**src/rtl/pipe_pkg.sv**
```systemverilog
// Shared types and constants for the pipeline stage registers.
// State encoding, default widths and control-bundle field offsets.
package pipe_pkg;

  typedef enum logic [1:0] {
    EMPTY = 2'd0,
    ONE   = 2'd1,
    TWO   = 2'd2
  } state_t;

  localparam int DEF_WIDTH = 3;
  localparam int DEF_CNT_W = 8;

  // RegWrite / ResultSrc bundle layout
  localparam int RW_BIT = 0;
  localparam int RS_LSB = 1;
  localparam int RS_W   = 2;

endpackage

```
**src/rtl/sat_counter.sv**
```systemverilog
// Saturating counter, adds 0..3 per cycle, sticks at all-ones.
// Ports: clock, reset (async high), i_inc[1:0], o_cnt[CNT_W-1:0].
module sat_counter #(
  parameter int CNT_W = 8
) (
  input  logic             clock,
  input  logic             reset,
  input  logic [1:0]       i_inc,
  output logic [CNT_W-1:0] o_cnt
);

  logic [CNT_W-1:0] r_cnt;
  logic [CNT_W:0]   w_sum;
  logic [CNT_W-1:0] w_nxt;

  // one extra bit catches overflow; inc<=3 cannot wrap it
  assign w_sum = {1'b0, r_cnt} + (CNT_W+1)'(i_inc);
  assign w_nxt = w_sum[CNT_W] ? {CNT_W{1'b1}}
                              : w_sum[CNT_W-1:0];

  always_ff @(posedge clock or posedge reset) begin
    if (reset) r_cnt <= '0;
    else       r_cnt <= w_nxt;
  end

  assign o_cnt = r_cnt;

endmodule

```
**src/rtl/pipe_ctrl_stage.sv**
```systemverilog
// Reusable control/payload stage register with valid/ready,
// optional skid entry, flush with bubble zeroing, flush counter.
module pipe_ctrl_stage
  import pipe_pkg::*;
#(
  parameter int WIDTH = DEF_WIDTH,
  parameter int SKID  = 1,
  parameter int CNT_W = DEF_CNT_W
) (
  input  logic             clock,
  input  logic             reset,
  input  logic             flush,
  input  logic             in_valid,
  output logic             in_ready,
  input  logic [WIDTH-1:0] in_data,
  output logic             out_valid,
  input  logic             out_ready,
  output logic [WIDTH-1:0] out_data,
  output logic [CNT_W-1:0] flush_cnt
);

  state_t           r_state;
  state_t           w_nxt;
  logic [WIDTH-1:0] r_main;
  logic [WIDTH-1:0] r_skid;
  logic [WIDTH-1:0] w_main_nxt;
  logic [WIDTH-1:0] w_skid_nxt;
  logic             r_ready;
  logic             w_in_xfer;
  logic             w_out_xfer;
  logic [1:0]       w_held;
  logic [1:0]       w_inc;

  assign out_valid  = (r_state != EMPTY);
  assign out_data   = r_main;
  assign w_in_xfer  = in_valid & in_ready;
  assign w_out_xfer = out_valid & out_ready;

  generate
    if (SKID != 0) begin : g_skid
      assign in_ready = r_ready;
    end else begin : g_noskid
      assign in_ready = !out_valid | out_ready;
    end
  endgenerate

  always_comb begin
    w_nxt      = r_state;
    w_main_nxt = r_main;
    w_skid_nxt = r_skid;
    if (flush) begin
      w_nxt      = EMPTY;
      w_main_nxt = '0;
      w_skid_nxt = '0;
    end else begin
      unique case (r_state)
        EMPTY: begin
          if (w_in_xfer) begin
            w_nxt      = ONE;
            w_main_nxt = in_data;
          end
        end
        ONE: begin
          unique case (1'b1)
            (w_in_xfer && w_out_xfer): begin
              w_main_nxt = in_data;
            end
            (w_in_xfer && !w_out_xfer): begin
              w_nxt      = TWO;
              w_skid_nxt = in_data;
            end
            (!w_in_xfer && w_out_xfer): begin
              w_nxt      = EMPTY;
              w_main_nxt = '0;
            end
            default: ;
          endcase
        end
        TWO: begin
          if (w_out_xfer) begin
            w_nxt      = ONE;
            w_main_nxt = r_skid;
            w_skid_nxt = '0;
          end
        end
        default: begin
          w_nxt      = EMPTY;
          w_main_nxt = '0;
          w_skid_nxt = '0;
        end
      endcase
    end
  end

  // live entries lost to a flush, plus a same-cycle input
  assign w_held = (r_state == TWO) ? 2'd2 :
                  (r_state == ONE) ? 2'd1 : 2'd0;
  assign w_inc  = flush ? (w_held + {1'b0, w_in_xfer}) : 2'd0;

  always_ff @(posedge clock or posedge reset) begin
    if (reset) begin
      r_state <= EMPTY;
      r_main  <= '0;
      r_skid  <= '0;
      r_ready <= 1'b1;
    end else begin
      r_state <= w_nxt;
      r_main  <= w_main_nxt;
      r_skid  <= w_skid_nxt;
      r_ready <= (w_nxt != TWO);
    end
  end

  sat_counter #(
    .CNT_W (CNT_W)
  ) u_cnt (
    .clock (clock),
    .reset (reset),
    .i_inc (w_inc),
    .o_cnt (flush_cnt)
  );

endmodule

```
**config.mk**
```make
export PLATFORM = sky130hd
export DESIGN_NAME = pipe_ctrl_stage
export DESIGN_NICKNAME = d
export VERILOG_FILES = /design/src/rtl/pipe_pkg.sv /design/src/rtl/sat_counter.sv /design/src/rtl/pipe_ctrl_stage.sv
export SDC_FILE = /design/constraint.sdc
export NUM_CORES = 1
export LEC_CHECK = 0
export ABC_AREA = 1
export CORE_AREA = 2 2 49 51
export CTS_CLUSTER_DIAMETER = 200
export DETAILED_ROUTE_END_ITERATION = 6
export DIE_AREA = 0 0 51 53
export GPL_TIMING_DRIVEN = 1
export PLACE_DENSITY = 0.75
export SLEW_MARGIN = 25
export SYNTH_ARGS = -nofsm -noshare
export SYNTH_HDL_FRONTEND = slang
export SYNTH_HIERARCHICAL = 1
export SYNTH_SLANG_ARGS = --single-unit
export TNS_END_PERCENT = 1
```
**constraint.sdc**
```tcl
create_clock -name clock -period 2.8 [get_ports clock]
set_input_delay 0.42 -clock clock [delete_from_list [all_inputs] [get_ports clock]]
set_output_delay 0.42 -clock clock [all_outputs]
set_load 0.01 [all_outputs]
```
==> qor.yml, run 1 <==
first_global_vias: 837
io_pins: 21
setup.worst_path.class: "input pin to flip-flop"
grt_pass1_wl_mm: 3.48
via_per_inst: 4.82
placedCellCount: 193
final_cell_area_mm2: 0.00128
post_cts_buffers: 0
cts.sinks: 17
syn_area_mm2: 0.00103
setup_viol: 0
drv_slew: 0
synthCells: 147
groute.usage.overall_pct: 17.5
die_area_mm2: 0.00270
cts_buffers: 3
antenna_left: 0
antenna_found_initial: 0
cts_htree_levels: 1
synth.avg_cell_area_um2: 7.03
synth.area.top_cells: "dfrtp_1, nand2_1, nand3_1"
start_util_pct: 48.1
cts_tree: "built"
clock_path_buffers: 2
critPathArrivalTime_ns: 2.55
synth_area_leader_cell: "dfrtp_1"
required_ns: 3.03
final_util_pct: 59.8
routed_wl_mm: 2.05
first_pass_iters: 4
hold_path.class: "input pin to asynchronous set/reset pin"
cp-start-kind: "input pin"
cp_max_fo: 8
yosysWarnings: 6
io_buffers: 20
wl_per_cell_um: 10.4
finalSetupTns_ns: 0
drive_gt1_share_pct: 7.69
grt_overflow: 0
die_h_um: 53
vdd_ir_drop_max_v: 0.000387
tightestPinTransition_ns: 0.346
fmax_ghz: 0.430
total_power_uw: 784
finalCriticalPeriod_ns: 2.33
clockRootBuffer: "clkbuf_4"
synth_seq_cells: 17
clock_latency_ns: 0.29
finalNonFillerCells: 197
antennaDiodeCount: 0
period_share_pct: 83.1
cellLeakagePower_nw: 0.676
synth_cell_types: 19
yosys.area.top_type_share_pct: 38.7
dpl_cell_area_mm2: 0.00126
cts_resized: 0
syn_nets: 159
hpwl_mm: 1.60
rsz0062_at_grt: "false"
drc_errors: 0
yosysSeqAreaShare_pct: 41.3
layout.cells.most_common: "nand2_1"
grt_max_degree: 11
outcome: "finished clean"
final_cell_mix: "nand2_1, inv_1, nand3_1"
clk_pin_slew_ns: 0.10
slew_headroom_pct: 77.0
end_kind: "flip-flop"
core_mm2: 0.00215
power.density_mw_per_mm2: 611
die_w_um: 51
finalHoldViolations: 0
area_delta_synth_final_pct: 24.2
vias: 949
ctsHoldBuffers: 0
drtIter0Drc: 15
final_nets: 182
cap_violations: 0
rows: 17
clock_skew_ns: 0.00282
gp_congestion: 0.840
## cells in the mapped netlist
library cell	number
nor2_4	2
xor2_1	1
a21oi_1	3
nor2_2	1
nor2_1	11
inv_2	3
nand2_1	52
fa_1	1
dfrtp_1	16
ha_1	3
inv_1	22
dfstp_2	1
nand4_1	2
nand3_1	22
nand3_2	1
o21ai_0	3
clkbuf_2	1
nand2_2	1
buf_4	1
## critical path, cell delays in order
cell	delay [ns]
clkdlybuf4s50_1	0.46
nand2_1	0.11
inv_1	0.10
ha_1	0.16
o21ai_0	0.09
a21oi_1	0.19
inv_1	0.08
fa_1	0.47
nor2_4	0.16
nand3_2	0.18
nand3_1	0.14
## layout make-up
type / instances / area [um2]
Timing Repair Buffer: 20 / 200
Fill cell: 210 / 865
Sequential cell: 17 / 427
Tap cell: 28 / 35.0
Clock buffer: 3 / 22.5
Inverter: 25 / 93.8
Clock inverter: 1 / 5.00
Multi-Input combinational cell: 103 / 500
## per-stage QoR
stage	hold slack [ns]	setup WS, ns
global route	0.418	0.276
global placement	0.462	0.199
CTS	0.404	0.482
detailed placement	0.464	0.167
finish	0.400	0.473
floorplan	0.236	0.712
## per-layer routing
layer / share of wire (%) / global-route usage (%) / vias to the layer above
met4: 1.3 / 8.11 / 0
met1: 46 / 20.1 / 415
met5: 0 / 0 / -
met3: 5.2 / 3.67 / 4
li1: - / - / 501
met2: 47 / 31.2 / 29
## power by group
group	total [mW]	switching [mW]	internal, mW	leakage (nW)
registers	0.359	0.0614	0.298	0.218
clock network	0.129	0.0759	0.0531	0.0177
logic	0.296	0.148	0.149	0.440
## kinds of logic (layout without fill, tap and decap cells)
group / count (synthesis) / in the layout / synth area share (%)
and+or+nand+nor: 92 / 92 / 39.1
buffers and inverters: 27 / 49 / 10.3
xor gates and xnor gates: 1 / 1 / 0.848
AOI/OAI and AO/OA: 6 / 6 / 2.90
adders and majority gates: 4 / 4 / 5.57
DFF: 17 / 17 / 41.3
## worst paths after layout
path                            start              to  slack, ns  depth (start not counted)
max in group asynchronous       reset        in_ready       2.09                          2
max reg2reg                r_state[1]  u_cnt/o_cnt[5]       0.50                          9
min                             reset  u_cnt/o_cnt[7]       0.40                          2
min in group clock          r_skid[1]       r_skid[1]       0.49                          2
min reg2reg                 r_skid[1]       r_skid[1]       0.49                          2
max                          in_valid  u_cnt/o_cnt[5]       0.47                         11
## flip-flops by register name (all words and copies together) (netlist names)
register and flops:
u_cnt/o_cnt 8, out_data 3, r_skid 3, r_state 2, in_ready 1
No activity file was read; power rests on OpenSTA's default activity.
==> run 2: changes to the inputs <==
--- a/config.mk
+++ b/config.mk
@@ -6,12 +6,12 @@
 export NUM_CORES = 1
 export LEC_CHECK = 0
 export ABC_AREA = 1
-export CORE_AREA = 2 2 49 51
+export CORE_AREA = 2 2 51 53
 export CTS_CLUSTER_DIAMETER = 200
 export DETAILED_ROUTE_END_ITERATION = 6
-export DIE_AREA = 0 0 51 53
+export DIE_AREA = 0 0 53 55
 export GPL_TIMING_DRIVEN = 1
-export PLACE_DENSITY = 0.75
+export PLACE_DENSITY = 0.73
 export SLEW_MARGIN = 25
 export SYNTH_ARGS = -nofsm -noshare
 export SYNTH_HDL_FRONTEND = slang
==> constraint.sdc (replaced) <==
create_clock -name clock -period 2.02 [get_ports clock]
set_input_delay 0.303 -clock clock [delete_from_list [all_inputs] [get_ports clock]]
set_output_delay 0.303 -clock clock [all_outputs]
set_load 0.01 [all_outputs]
==> run 2 against run 1 <==
Against the previous run: flip-flop and latch count stayed put; combinational power increased by 57%; worst hold slack worse by 0.12 ns; first-iteration DRC count grew 6.7%; highest routed layer unchanged.
==> qor.yml, run 2 (synthesis results as in run 1) <==
outcome: "finished clean"
grt_overflow: 0
dpl_cell_area_mm2: 0.00132
drc_errors: 0
final_cell_mix: "nand2_1, nand3_1, clkdlybuf4s50_1"
drive_gt1_share_pct: 21.0
first_global_vias: 958
area_delta_synth_final_pct: 38.1
io_buffers: 20
tightestPinTransition_ns: 0.359
fmax_ghz: 0.505
wl_per_cell_um: 11.1
io_pins: 21
die_area_mm2: 0.00292
finalNonFillerCells: 211
largest_reg_flops: 8
r2r_end: "u_cnt/o_cnt[4]"
die_h_um: 55
fillCellCount: 227
cap_violations: 0
r2r_cells: 11
grt_max_degree: 11
cp-start-kind: "flip-flop"
cp_slowest_cell: "dfstp_2"
required_ns: 2.24
finalHoldViolations: 0
r2r_slack_ns: 0.04
total_power_mw: 1.15
rsz0062_at_grt: "true"
cts_buffers: 3
routed_wl_mm: 2.34
gp_congestion: 0.799
final_cell_area_mm2: 0.00143
slew_headroom_pct: 76.0
r2r-start: "in_ready"
end_kind: "flip-flop"
clock_latency_ns: 0.29
cts_htree_levels: 1
drtIter0Drc: 16
setup.worst_path.class: "flip-flop to flip-flop"
power.density_mw_per_mm2: 802
hpwl_mm: 1.79
cp_slowest_stage_delay_ns: 0.55
rows: 18
finalCriticalPeriod_ns: 1.98
cts.sinks: 17
vias: 1005
cts_tree: "built"
die_w_um: 53
layout.cells.most_common: "nand2_1"
crit_cells: 11
ctsHoldBuffers: 0
critPathArrivalTime_ns: 2.20
antenna_found_initial: 0
cellLeakagePower_nw: 0.736
worstPathCellList: "nand2_2 -> inv_2 -> ha_4 -> nand2_1 -> inv_1 -> ha_2 -> inv_2 -> fa_2 -> nor2_4 -> nand3_4 -> nand2_1"
crit_buf_inv: 3
vdd_ir_drop_max_v: 0.000705
grt_pass1_wl_mm: 3.74
via_per_inst: 4.76
drv_slew: 0
first_pass_iters: 4
antenna_left: 0
clock_skew_ns: 0.00978
final_nets: 194
core_mm2: 0.00236
antennaDiodeCount: 0
clockRootBuffer: "clkbuf_4"
groute.usage.overall_pct: 17.7
setup_viol: 0
start_util_pct: 43.7
clock_path_buffers: 2
cp_max_fo: 8
hold_path.class: "input pin to asynchronous set/reset pin"
period_share_pct: 97.9
clk_pin_slew_ns: 0.11
cpLargestDelayFamily: "adder cells"
placedCellCount: 203
-- run 2: cell count changes in the layout (fill, tap and decap cells not counted), sizes merged --
cell,delta
buf,+12
clkdlybuf4s50,-1
dlygate4sd2,+1
-- run 2: area by class of cell --
class | instances | area, um2 | share of cell area [%]
Clock inverter | 1 | 5.00 | 0.351
Clock buffer | 3 | 22.5 | 1.58
Multi-Input combinational cell | 103 | 553 | 38.7
Timing Repair Buffer | 32 | 289 | 20.2
Inverter | 25 | 93.8 | 6.57
Tap cell | 30 | 37.5 | 2.63
Sequential cell | 17 | 427 | 29.9
-- run 2: metrics by stage --
step                setup TNS [ns]  hold slack [ns]  setup slack (ns)  utilization (%)
finish                           0            0.279            0.0416             60.4
global route                -0.423            0.301           -0.0624             60.4
CTS                              0            0.284           0.00318             58.0
detailed placement           -2.58            0.464            -0.354             55.9
global placement             -2.22            0.463            -0.290             55.9
floorplan                        0            0.119          0.000168                -
-- run 2: timing repair --
| action | 4_1_cts | 5_1_grt |
|---|---|---|
| gates cloned | 0 | 0 |
| gates resized for setup | 8 | 9 |
| pin swaps | 4 | 7 |
| setup endpoints to repair | 8 | 8 |
| buffers inserted | 1 | 4 |
-- run 2: worst max-delay path by stage --
stage / to / slack (ns) / from
finish: u_cnt/o_cnt[4] / 0.04 / in_ready
global route: u_cnt/o_cnt[4] / -0.06 / in_ready
CTS: u_cnt/o_cnt[4] / 0.003 / in_ready
detailed placement: u_cnt/o_cnt[2] / -0.35 / in_valid
global placement: u_cnt/o_cnt[2] / -0.29 / in_valid
floorplan: u_cnt/o_cnt[2] / 0.0002 / in_ready
-- run 2: per-layer routing --
metal / routed length [um] / vias up / part of all wire, % / global-route usage (%)
li1: - / 522 / - / -
met1: 1040 / 466 / 45 / 20.2
met5: 0 / - / 0 / 0
met4: 19 / 0 / 0.81 / 7.26
met3: 62 / 2 / 2.7 / 3.49
met2: 1220 / 15 / 52 / 32.5
-- run 2: power by group --
part           switching [mW]  internal (mW)
registers              0.0880          0.412
clock network           0.107         0.0735
logic                   0.229          0.235
total                   0.424          0.721
